==> config.mk <==
export PLATFORM = sky130hd
export DESIGN_NAME = snake_score_counter
export DESIGN_NICKNAME = d
export VERILOG_FILES = /design/src/rtl/snake_score_counter.sv
export SDC_FILE = /design/constraint.sdc
export NUM_CORES = 1
export LEC_CHECK = 0
export ABC_AREA = 0
export CAP_MARGIN = 40
export CORE_UTILIZATION = 49
export DETAILED_ROUTE_END_ITERATION = 7
export GPL_TIMING_DRIVEN = 0
export MAX_ROUTING_LAYER = met4
export PLACE_DENSITY = 0.85
export SLEW_MARGIN = 20
export SYNTH_ARGS = -nofsm -noshare
export SYNTH_HDL_FRONTEND = slang
export SYNTH_SLANG_ARGS = --single-unit
==> constraint.sdc <==
create_clock -name i_Clk -period 2.4 [get_ports i_Clk]
set_input_delay 0.36 -clock i_Clk [delete_from_list [all_inputs] [get_ports i_Clk]]
set_output_delay 0.36 -clock i_Clk [all_outputs]
set_load 0.02 [all_outputs]
==> src/rtl/snake_score_counter.sv <==
// snake_score_counter: packed-BCD score with queued points that roll in one per clock, plus session high score
module snake_score_counter #(
    parameter int SCORE_WIDTH     = 16,
    parameter int POINTS_PER_FOOD = 1,
    parameter int PENDING_WIDTH   = 6
) (
    input  logic                   i_Clk,
    input  logic                   i_Reset,
    input  logic                   i_Food_Eaten,
    input  logic                   i_Clear,
    output logic [SCORE_WIDTH-1:0] o_Score,
    output logic [SCORE_WIDTH-1:0] o_High_Score,
    output logic                   o_Busy
);
    localparam logic [1:0] IDLE = 2'd0;
    localparam logic [1:0] ADD  = 2'd1;
    localparam logic [1:0] SAT  = 2'd2;
    localparam logic [SCORE_WIDTH-1:0] MAX_SCORE = {(SCORE_WIDTH/4){4'h9}};

    logic [1:0]               state;
    logic [PENDING_WIDTH-1:0] pending;
    logic [PENDING_WIDTH-1:0] pending_next;
    logic [PENDING_WIDTH:0]   pending_sum;
    logic [SCORE_WIDTH-1:0]   score_inc;
    logic                     carry;

    // pending points: add food, drain one while rolling, clamp at all-ones instead of wrapping
    always_comb begin
        pending_sum  = {1'b0, pending}
                     + (i_Food_Eaten ? (PENDING_WIDTH+1)'(POINTS_PER_FOOD) : (PENDING_WIDTH+1)'(0))
                     - ((state == ADD) ? (PENDING_WIDTH+1)'(1) : (PENDING_WIDTH+1)'(0));
        pending_next = pending_sum[PENDING_WIDTH] ? '1 : pending_sum[PENDING_WIDTH-1:0];
    end

    // decimal +1 on the packed digits, rippling the carry through every digit that was 9
    always_comb begin
        score_inc = o_Score;
        carry     = 1'b1;
        for (int i = 0; i < SCORE_WIDTH/4; i++) begin
            if (carry) begin
                if (o_Score[4*i +: 4] == 4'd9) begin
                    score_inc[4*i +: 4] = 4'd0;
                end else begin
                    score_inc[4*i +: 4] = o_Score[4*i +: 4] + 4'd1;
                    carry               = 1'b0;
                end
            end
        end
    end

    assign o_Busy = (state == ADD);

    // score, pending and state; high score tracks the pre-edge score so a clear never loses the last point
    always_ff @(posedge i_Clk or posedge i_Reset) begin
        if (i_Reset) begin
            o_Score      <= '0;
            o_High_Score <= '0;
            pending      <= '0;
            state        <= IDLE;
        end else begin
            if (o_Score > o_High_Score)
                o_High_Score <= o_Score;
            if (i_Clear) begin
                o_Score <= '0;
                pending <= '0;
                state   <= IDLE;
            end else if (state == ADD) begin
                if (o_Score == MAX_SCORE) begin
                    pending <= '0;
                    state   <= SAT;
                end else begin
                    o_Score <= score_inc;
                    pending <= pending_next;
                    if (pending_next == '0)
                        state <= IDLE;
                end
            end else if (state == IDLE) begin
                pending <= pending_next;
                if (pending != '0)
                    state <= ADD;
            end
        end
    end
endmodule

== Yosys cells after proc, flatten, opt, wreduce, memory -nomap -nowiden ==
Cells that the tools add are included.
W data, S select, Z words.

* Bits in registers: 40
* Output and inout port bits: 33
* Logic and storage cells: 64

* Reductions and logical operators: 14
* Equal/unequal tests: 8
* Order comparisons: 1
* Mux-type cells: 28
* Add/sub/neg operators: 6

{| class="wikitable"
|+ Operators with widths
! operator !! count
|-
| $mux W16 || 3
|-
| $mux W6 || 5
|-
| $mux W4 || 7
|-
| $add A4 B1 Y4 const B || 4
|-
| $eq A16 B16 Y1 const B || 1
|-
| $eq A4 B4 Y1 const B || 4
|-
| $gt A16 B16 Y1 || 1
|-
| $mux W2 || 6
|-
| $reduce_and A3 Y1 || 4
|-
| $reduce_bool A2 Y1 || 4
|-
| $add A6 B1 Y7 || 1
|-
| $mux W1 || 7
|-
| $sub A7 B1 Y7 || 1
|-
| $logic_not A6 Y1 || 1
|-
| $reduce_bool A3 Y1 || 2
|-
| $reduce_bool A6 Y1 || 1
|-
| $ne A4 B2 Y1 const B || 1
|-
| $eq A2 B1 Y1 const B || 1
|-
| $logic_not A2 Y1 || 1
|-
| $ne A2 B2 Y1 const B || 1
|-
| $reduce_and A2 Y1 || 1
|}

== Longest topological paths before layout ==
Gate-level depths: netlist of run 1.

* Depth in word-level cells: 9
* Depth in mapped cells: 11
* Gate-level depth less buffers: 11

== Worst setup path before layout of run 1 ==
Ideal clock, no wire load.

* Path kind: reg2reg
* Start: register state[1]
* End: register state[0]
* Period minus slack after synthesis: 2.703 ns
* Data arrival time: 2.579 ns
* Slack: -0.303 ns
* Stages on the path, launching flop included: 12
* Data required time: 2.276 ns
* Setup time: 0.124 ns
* Path through: dfrtp_1 -> nand2b_1 -> inv_1 -> nand2b_1 -> nand2_1 -> ha_1 -> fa_1 -> a21o_1 -> a21oi_1 -> mux2i_1 -> o311ai_0 -> o31a_1

* Word-level cells in the longest chain between the ends: 7
* Elaborated cells between the ends (all ways): 12
* Classes of those cells: 1 x add/sub; 2 x eq/ne; 4 x mux; 5 x reduce/logical

{| class="wikitable"
|+ Ends and longest elaborated chain
! element !! line !! RTL
|-
| from (decl) || 20 || <nowiki>logic [1:0] state;</nowiki>
|-
| from (signal assigned) || 59 || <nowiki>state <= IDLE;</nowiki>
|-
| from (signal assigned) || 66 || <nowiki>state <= IDLE;</nowiki>
|-
| from (signal assigned) || 70 || <nowiki>state <= SAT;</nowiki>
|-
| $eq A2 B1 Y1 (*) || - ||
|-
| named net o_Busy || 13 || <nowiki>output logic o_Busy</nowiki>
|-
| $mux W1 || 31 || <nowiki>- ((state == ADD) ? (PENDING_WIDTH+1)'(1) : (PENDING_WIDTH+1)'(0));</nowiki>
|-
| $sub A7 B1 Y7 || 31 ||
|-
| $mux W6 || 32 || <nowiki>pending_next = pending_sum[PENDING_WIDTH] ? '1 : pending_sum[PENDING_WIDTH-1:0];</nowiki>
|-
| $logic_not A6 Y1 || 74 || <nowiki>if (pending_next == '0)</nowiki>
|-
| $ne A4 B2 Y1 (no line) || - ||
|-
| $reduce_and A3 Y1 (no line) || - ||
|}

The timed path passes the listed nets; every way through them passes the cells marked *.
A chain may end at the register's enable or synchronous reset.

== Final worst setup path of run 1 ==
* Start: register state[1]
* End: register state[0]

* Word-level cells in the longest chain between the ends: 7
* Elaborated cells between the ends (all ways): 12
* Classes of those cells: 1 x add/sub; 2 x eq/ne; 4 x mux; 5 x reduce/logical

{| class="wikitable"
|+ Ends and longest elaborated chain
! element !! line
|-
| $eq A2 B1 Y1 || 31, 67
|-
| $mux W1 || 31
|-
| $sub A7 B1 Y7 || 31
|-
| $mux W6 || 32
|-
| $logic_not A6 Y1 || 74
|-
| $ne A4 B2 Y1 (no line) || -
|-
| $reduce_and A3 Y1 (no line) || -
|}

Several ways; a longest one is shown, not always the timed one.

==> impl_metrics.ini, run 1 <==
[placement]
io_buffers = 35
post-place-ws_ps = -299
dp.cells = 381
dpl_cell_area_mm2 = 0.00317
dpl.hpwl_mm = 4.38
place_congestion = 0.868

[grt]
grt_max_degree = 32
met3_usage_pct = 3.97
grt.busiest_layer = met2
grt_usage_pct = 23.4
grt_overflow = 0
grt_pass1_vias = 2218
grt_pass1_wl_mm = 9.74
grt_util_met1_pct = 26.2
grt_use_met2_pct = 40.6
antenna_found_initial = 0

[timing]
hold_violations = 0
rsz0062_at_grt = true
min_period_ps = 2410
worst_slack_ps = -8.74
setup-violations-final = 8
slew_headroom_pct = 66.1
fin_skew_ps = 4.54
worst_pin_slew_ps = 508
whs_ps = 312
clock.fmax_mhz = 415
slew_violations = 0
fin_crit_sh_pct = 100

[drt]
vias_per_cell = 5.65
num_vias = 2317
wire_per_inst_um = 15.7
drt-total-wl_mm = 6.44
drtPass1Iterations = 4
ant_nets = 0
drt_drc_violations_left = 0
drt_iter0_markers = 114

[critical_path]
critPathArrivalTime_ps = 2590
max_stage_delay_ps = 380
slowest_stage = dfrtp_1
critPathTopFamily = compound AO/OA/AOI/OAI gates
critPathMaxFanout = 4
crit_chain = nand2b_4, nand2_2, nand2_4, ha_4, fa_2, a21o_1, a21oi_2, mux2i_1, o311ai_2, o31a_1
cp_num_buf_inv = 0
crit_path_start_kind = flop
end_kind = flop
criticalPathCategory = flop to flop
critPathRequiredTime_ps = 2580

[cells_and_area]
stdcell_count = 410
n_antenna_cell = 0
layout_common_cells = 35 x clkdlybuf4s50_1, 29 x ha_1, 28 x dfrtp_1
layout_commonest_cell = clkdlybuf4s50_1
fill_cells = 346
areaGrowthSynthToFinish_pct = 32.5
fin_area_mm2 = 0.00354
drive_above_1_share_pct = 22.1
layout.nets = 376

[min_path]
hold_class = primary input to async pin

[synth]
yosys.area_share.simple_pct = 16.9
ys_seq_area_share_pct = 37.5
synth_area_mm2 = 0.00267
ys_warn_count = 0
synth-compound-area-share_pct = 14.4
synth_top_family_by_area = simple AND/OR/NAND/NOR gates
synth_area_per_cell_um2 = 9.72
synth_nets = 312
synth_edf_count = 0
ys_seq_elements = 40
synth_async_sr_flop_share_pct = 100
synthAdderAreaFrac_pct = 15.7
ys_types = 48
synthMuxAreaShare_pct = 8.57
netlist_instances = 275
synth_xor_area_share_pct = 1.97
synth_ff_type = dfrtp_1

[clock_network]
clock-sinks = 40
clk_latency_ps = 300
htree_levels = 2
clk_transition_reported_paths_ps = 80
cts_root_buffer = clkbuf_8
cts_buffers = 5
cts_tree = built
cts_buffer_depth = 2

[pwr]
power.net_switching_mw = 1.58
pwr-share-clk_pct = 12.4
ir_drop_v = 0.000998
p_comb_share_pct = 62.7
powerDensity_mw_per_mm2 = 1070
seq_power_share_pct = 24.9
power_mw = 3.79
swShare_pct = 41.6
p_leak_nw = 1.59
intPower_mw = 2.21

[floorplan]
fp.coreArea_mm2 = 0.00517
ios = 37
die-area_mm2 = 0.00575
die_w_um = 75.9
start_util_pct = 51.7
num_rows = 26
die_y_um = 75.9

[status]
status = finished with violations
violations = negative setup slack

[run]
drv_cap = 0
[timing repair]
action | 4_1_cts | 5_1_grt
resized for setup | 12 | 14
buffers inserted | 12 | 9
setup endpoints to repair | 23 | 20
pin swaps | 9 | 4
hold buffers | 0 | 0
[registers in the layout, summed over array words and instances, names as in the netlist]
register,flops
o_Score,16
pending,6
state,2
o_High_Score,16
[per-layer routing]
metal | share of wire (%) | vias to the layer above
met5 | 0 | -
met4 | 3.3 | 0
met3 | 2.5 | 17
met2 | 52 | 55
met1 | 43 | 1132
li1 | - | 1113
[final cells by class]
type	count	area [µm²]	area share, %
Multi-Input combinational cell	202	1680	47.5
Clock buffer	8	90.1	2.54
Sequential cell	40	1020	28.7
Buffer	3	18.8	0.530
Inverter	30	118	3.32
Tap cell	70	87.6	2.47
Timing Repair Buffer	57	528	14.9
[final timing paths]
kind,startpoint,to,slack [ps],depth (start not counted)
hold / removal,i_Reset,o_High_Score[13]$_DFFE_PP0N_,310,2
min in group i_Clk,pending[2]$_DFFE_PP0P_,pending[2]$_DFFE_PP0P_,530,2
setup / recovery,state[1]$_DFFE_PP0P_,state[0]$_DFFE_PP0P_,-9,10
hold reg to reg,pending[2]$_DFFE_PP0P_,pending[2]$_DFFE_PP0P_,530,2
max in group asynchronous,i_Reset,o_High_Score[5]$_DFFE_PP0N_,1640,3
setup reg to reg,state[1]$_DFFE_PP0P_,state[0]$_DFFE_PP0P_,-9,10
[per-stage QoR]
step / TNS [ps] / utilization, %
final: -33.5 / 68.5
after global placement: -2250 / 61.0
after CTS: -12.7 / 66.1
after global routing: -1240 / 68.5
after floorplan: -25.0 / -
after detailed placement: -3770 / 61.3
[cell usage after synthesis, drive strengths merged, types with 2 or more instances]
cell     count  share of area [%]
dfrtp       40                 37
nor4         2               0.47
nor3b        2               0.56
a2111oi      2               0.66
nor2b        5                1.2
nand2b       4               0.94
nand4        5                1.2
clkbuf       2               0.28
a211oi       2               0.56
or3          3               0.89
nand2       20                2.8
a21oi       14                2.6
o21ai       14                2.6
o21a         2               0.56
ha          32                 15
inv         30                4.2
mux2i        6                2.2
nand3b       4                1.1
and3b        3               0.98
o31ai        3               0.84
nor2        21                2.9
mux2        13                6.3
xor2         5                1.6
a21o         6                1.7
nor3         6                1.1
a211o        2               0.66
and2         2               0.47
nand3        6                1.1
o311a        2               0.75
[kinds of logic after synthesis]
group | Yosys count
compound gates | 57
xor+xnor | 6
fa+ha+maj | 33
buf+inv | 33
flops | 40
mux | 19
simple gates | 87
[power by group through the flow]
stage | Combinational, mW | Clock, mW | Sequential [mW]
3_3_place_gp | 1.86 | 0 | 0.943
5_1_grt | 2.58 | 0.506 | 0.960
6_report | 2.38 | 0.470 | 0.942
2_1_floorplan | 1.40 | 0 | 0.999
4_1_cts | 2.24 | 0.473 | 0.940
3_5_place_dp | 1.94 | 0 | 0.949
Power figures use the tool's default switching activity.
==> run 2, diff against run 1 <==
- CTS_BUF_LIST: unset -> sky130_fd_sc_hd__clkbuf_4
==> impl_metrics.ini, run 2 (synthesized netlist as in run 1, its figures left out) <==
[clock_network]
htree_levels = 2
cts_tree = built
cts_buffers = 5
clk_latency_ps = 370
cts_root_buffer = clkbuf_4
cts_buffer_depth = 2
clk_transition_reported_paths_ps = 130
clock-sinks = 40

[timing]
fin_crit_sh_pct = 101
slew_violations = 0
setup-violations-final = 1
worst_pin_slew_ps = 507
worst_slack_ps = -32.8
min_period_ps = 2430
clock.fmax_mhz = 411
rsz0062_at_grt = true
hold_violations = 0
slew_headroom_pct = 66.2
fin_skew_ps = 17.7

[floorplan]
start_util_pct = 51.7
fp.coreArea_mm2 = 0.00517
die_y_um = 75.9
num_rows = 26
ios = 37
die-area_mm2 = 0.00575
die_w_um = 75.9

[grt]
grt_use_met2_pct = 40.0
antenna_found_initial = 0
grt_max_degree = 32
grt_pass1_vias = 2188
grt_pass1_wl_mm = 9.62
grt_util_met1_pct = 26.3
grt.busiest_layer = met2
grt_usage_pct = 23.1
met3_usage_pct = 3.70
grt_overflow = 0

[placement]
io_buffers = 35
place_congestion = 0.868
dp.cells = 381
dpl_cell_area_mm2 = 0.00317
dpl.hpwl_mm = 4.38

[critical_path]
crit_path_start_kind = flop
crit-reg2reg-launch = state[0]$_DFFE_PP0P_
r2r_cells = 11
critPathRequiredTime_ps = 2660
critPathMaxFanout = 4
critPathArrivalTime_ps = 2690
end_kind = flop
criticalPathCategory = flop to flop
startpoint = state[0]$_DFFE_PP0P_
r2r_end = state[0]$_DFFE_PP0P_
reg2reg_slack_ps = -30

[min_path]
hold_class = primary input to async pin

[drt]
drt_drc_violations_left = 0
drtPass1Iterations = 4
drt-total-wl_mm = 6.31
ant_nets = 0
drt_iter0_markers = 165
vias_per_cell = 5.68
wire_per_inst_um = 15.5
num_vias = 2312

[pwr]
power_mw = 3.66
ir_drop_v = 0.00101
p_leak_nw = 1.56
powerDensity_mw_per_mm2 = 1050

[cells_and_area]
layout.nets = 373
fin_area_mm2 = 0.00349
layout_commonest_cell = clkdlybuf4s50_1
final_util_pct = 67.5
n_antenna_cell = 0
areaGrowthSynthToFinish_pct = 30.6
largestRegisters = o_High_Score: 16 flops, o_Score: 16 flops, pending: 6 flops
layout_common_cells = 35 x clkdlybuf4s50_1, 29 x ha_1, 28 x dfrtp_1
fill_cells = 356
stdcell_count = 407
drive_above_1_share_pct = 22.0

[status]
violations = negative setup slack
status = finished with violations

[run]
drv_cap = 0
## run 2: report_power, final
| part | internal (mW) | switching (mW) |
|---|---|---|
| clock | 0.135 | 0.226 |
| sequential | 0.801 | 0.141 |
| combinational | 1.17 | 1.19 |
| total | 2.11 | 1.56 |
## run 2: critical path: stages, from the launching register on
cell      delay (ps)
dfrtp_1          440
nand2b_4         130
inv_6             50
nand2b_4          70
nand2_4           50
ha_4             160
fa_2             350
a21o_1           200
a21oi_2          160
mux2i_1          280
o311ai_2         160
o31a_1           270
## run 2: stage by stage
step           hold slack (ps)  setup TNS, ps  setup WS (ps)
6_report                   229          -32.8          -32.8
5_1_grt                    280           -440           -123
4_1_cts                    260          -18.4          -18.4
3_5_place_dp               521          -3770           -299
3_3_place_gp               510          -2250           -226
2_1_floorplan              478          -25.0          -3.58
## run 2: area by class of cell
| type | instances | area (µm²) | area share (%) |
|---|---|---|---|
| multi-input combinational | 202 | 1690 | 48.4 |
| inverter | 30 | 118 | 3.37 |
| sequential | 40 | 1020 | 29.1 |
| timing repair buffer | 54 | 505 | 14.5 |
| clock buffer | 7 | 52.6 | 1.51 |
| buffer | 3 | 18.8 | 0.538 |
| tap | 70 | 87.6 | 2.51 |
| clock inverter | 1 | 3.75 | 0.108 |
## run 2: per-layer routing
layer	part of all wire (%)	up-vias
met4	2.9	0
met3	3.2	18
met1	43	1131
met5	0	-
met2	51	57
li1	-	1106
## run 2: timing repair
item | CTS | global route
hold buffers | 0 | 0
pin swaps | 9 | 3
setup endpoints to repair | 23 | 20
resized for setup | 12 | 15
setup buffers | 12 | 6
## run 2: how the worst max path moves through the flow
stage / end / slack [ps]
3_5_place_dp: o_High_Score[0]$_DFFE_PP0N_ / -300
3_3_place_gp: o_High_Score[4]$_DFFE_PP0N_ / -230
2_1_floorplan: o_High_Score[0]$_DFFE_PP0N_ / -4
6_report: state[0]$_DFFE_PP0P_ / -30
4_1_cts: state[0]$_DFFE_PP0P_ / -20
5_1_grt: state[0]$_DFFE_PP0P_ / -120
==> variant, RTL diff (settings of run 1) <==
Put one more register stage on the output `o_High_Score`. The value now appears one clock later. The other outputs are not delayed to match.
--- a/src/rtl/snake_score_counter.sv
+++ b/src/rtl/snake_score_counter.sv
@@ -17,4 +17,6 @@
     localparam logic [1:0] SAT  = 2'd2;
     localparam logic [SCORE_WIDTH-1:0] MAX_SCORE = {(SCORE_WIDTH/4){4'h9}};
+
+    logic [SCORE_WIDTH-1:0] o_High_Score_s0;
 
     logic [1:0]               state;
@@ -55,10 +57,10 @@
         if (i_Reset) begin
             o_Score      <= '0;
-            o_High_Score <= '0;
+            o_High_Score_s0 <= '0;
             pending      <= '0;
             state        <= IDLE;
         end else begin
-            if (o_Score > o_High_Score)
-                o_High_Score <= o_Score;
+            if (o_Score > o_High_Score_s0)
+                o_High_Score_s0 <= o_Score;
             if (i_Clear) begin
                 o_Score <= '0;
@@ -82,4 +84,8 @@
         end
     end
+    always_ff @(posedge i_Clk) begin
+        o_High_Score <= o_High_Score_s0;
+    end
+
 endmodule
 
Formal check against the unedited RTL: not equivalent (Yosys sat finds a counterexample within 10 cycles, from zero or initial values and one cycle with i_Reset high).
==> variant against run 1 <==
  * Setup slack better by 0.11 ns
  * First-iteration DRC count is 28% higher
  * Wire length is 8.6% higher
  * Sequential cell count is 16 higher
  * Total power is 0.28% higher
  * Combinational power is 12% lower
  * Non-clock buffer count is 9 lower
  * Largest power group unchanged
  * Cell area is 12% higher
  * Sequential power is 24% higher
  * Area after synthesis is 23% higher
  * Clock power is 12% higher
==> variant: results (changes against run 1) <==
CTS clk-pin slew, worst paths 0.10 ns (+0.02 ns); Seq. pwr 0.00117 W (+24%); post-DP HPWL 5230 µm (+19%); #MultiIn Comb 240 (+19%); DP Area 0.00378 mm² (+19%); biggest regs o_High_Score: 16 flops, o_High_Score_s0: 16 flops, o_Score: 16 flops; sequential share of the synthesized area 40.4% (+2.9 points); Max Fanout on Critical Path 10 (+6); max_slew headroom 61.8% (-4.3 points); flop2flop setup slack 0.1 ns (+0.11 ns); Plain + repair buffers 51 (-15%); final std cells w/o fill 463 (+13%); Synth Area per Inst 9.77 µm² (+0.58%); dpl ws -0.234 ns (+0.0649 ns); Crit. Startpoint o_Score[12]; WL met3 178 µm (+11%); Static Leakage 1.66 nW (+4.7%); dpl cells 449 (+18%); synth top area cells dfrtp_1 31%, ha_1 12%, dfxtp_1 9.8%, nand2_1 5.6%, o211ai_1 5.3%; ClkCell Share 2.30% (-0.24 points); layout buffering overhead excluding clock cells 12.1% (-3.3 points); synth cell count leaders 49 x nand2_1, 40 x dfrtp_1, 32 x ha_1; run status complete, no violations; adder-cell share of the synthesized area 12.8% (-2.9 points); pin count of the biggest net entering global routing 33 (+3.1%); setup_tns 0 ns (+0.0335 ns); Netlist cell types 53 (+10%); Final Wtd Congestion 0.816 (-6.0%); global-route wire length before repair 11,800 µm (+21%); fmax 435 MHz (+4.7%); reg2reg end o_High_Score_s0[7]
[variant: cell count changes after synthesis, sizes merged, moves of 4 or more]
cell / run 1 / this run
o211ai: 0 / 33
nor2: 21 / 15
a22o: 0 / 6
xnor2: 1 / 7
mux2i: 6 / 0
o21ai: 14 / 9
mux2: 13 / 0
dfxtp: 0 / 16
a31oi: 1 / 5
nand2: 20 / 49
xor2: 5 / 0
[variant: worst min-delay path by stage]
| stage | to | startpoint | depth (start not counted) |
|---|---|---|---|
| 2_1_floorplan | o_High_Score[10] | o_High_Score_s0[10] | 0 |
| 3_3_place_gp | o_High_Score[8] | o_High_Score_s0[8] | 0 |
| 3_5_place_dp | o_High_Score[5] | o_High_Score_s0[5] | 0 |
| 4_1_cts | o_High_Score_s0[9] | i_Reset | 2 |
| 5_1_grt | o_High_Score_s0[9] | i_Reset | 2 |
| 6_report | o_High_Score_s0[9] | i_Reset | 2 |
[variant: timing repair]
item	in CTS	in global routing
buffers inserted	5	1
pin swaps	5	7
gates resized for setup	3	11
setup endpoints to repair	7	16
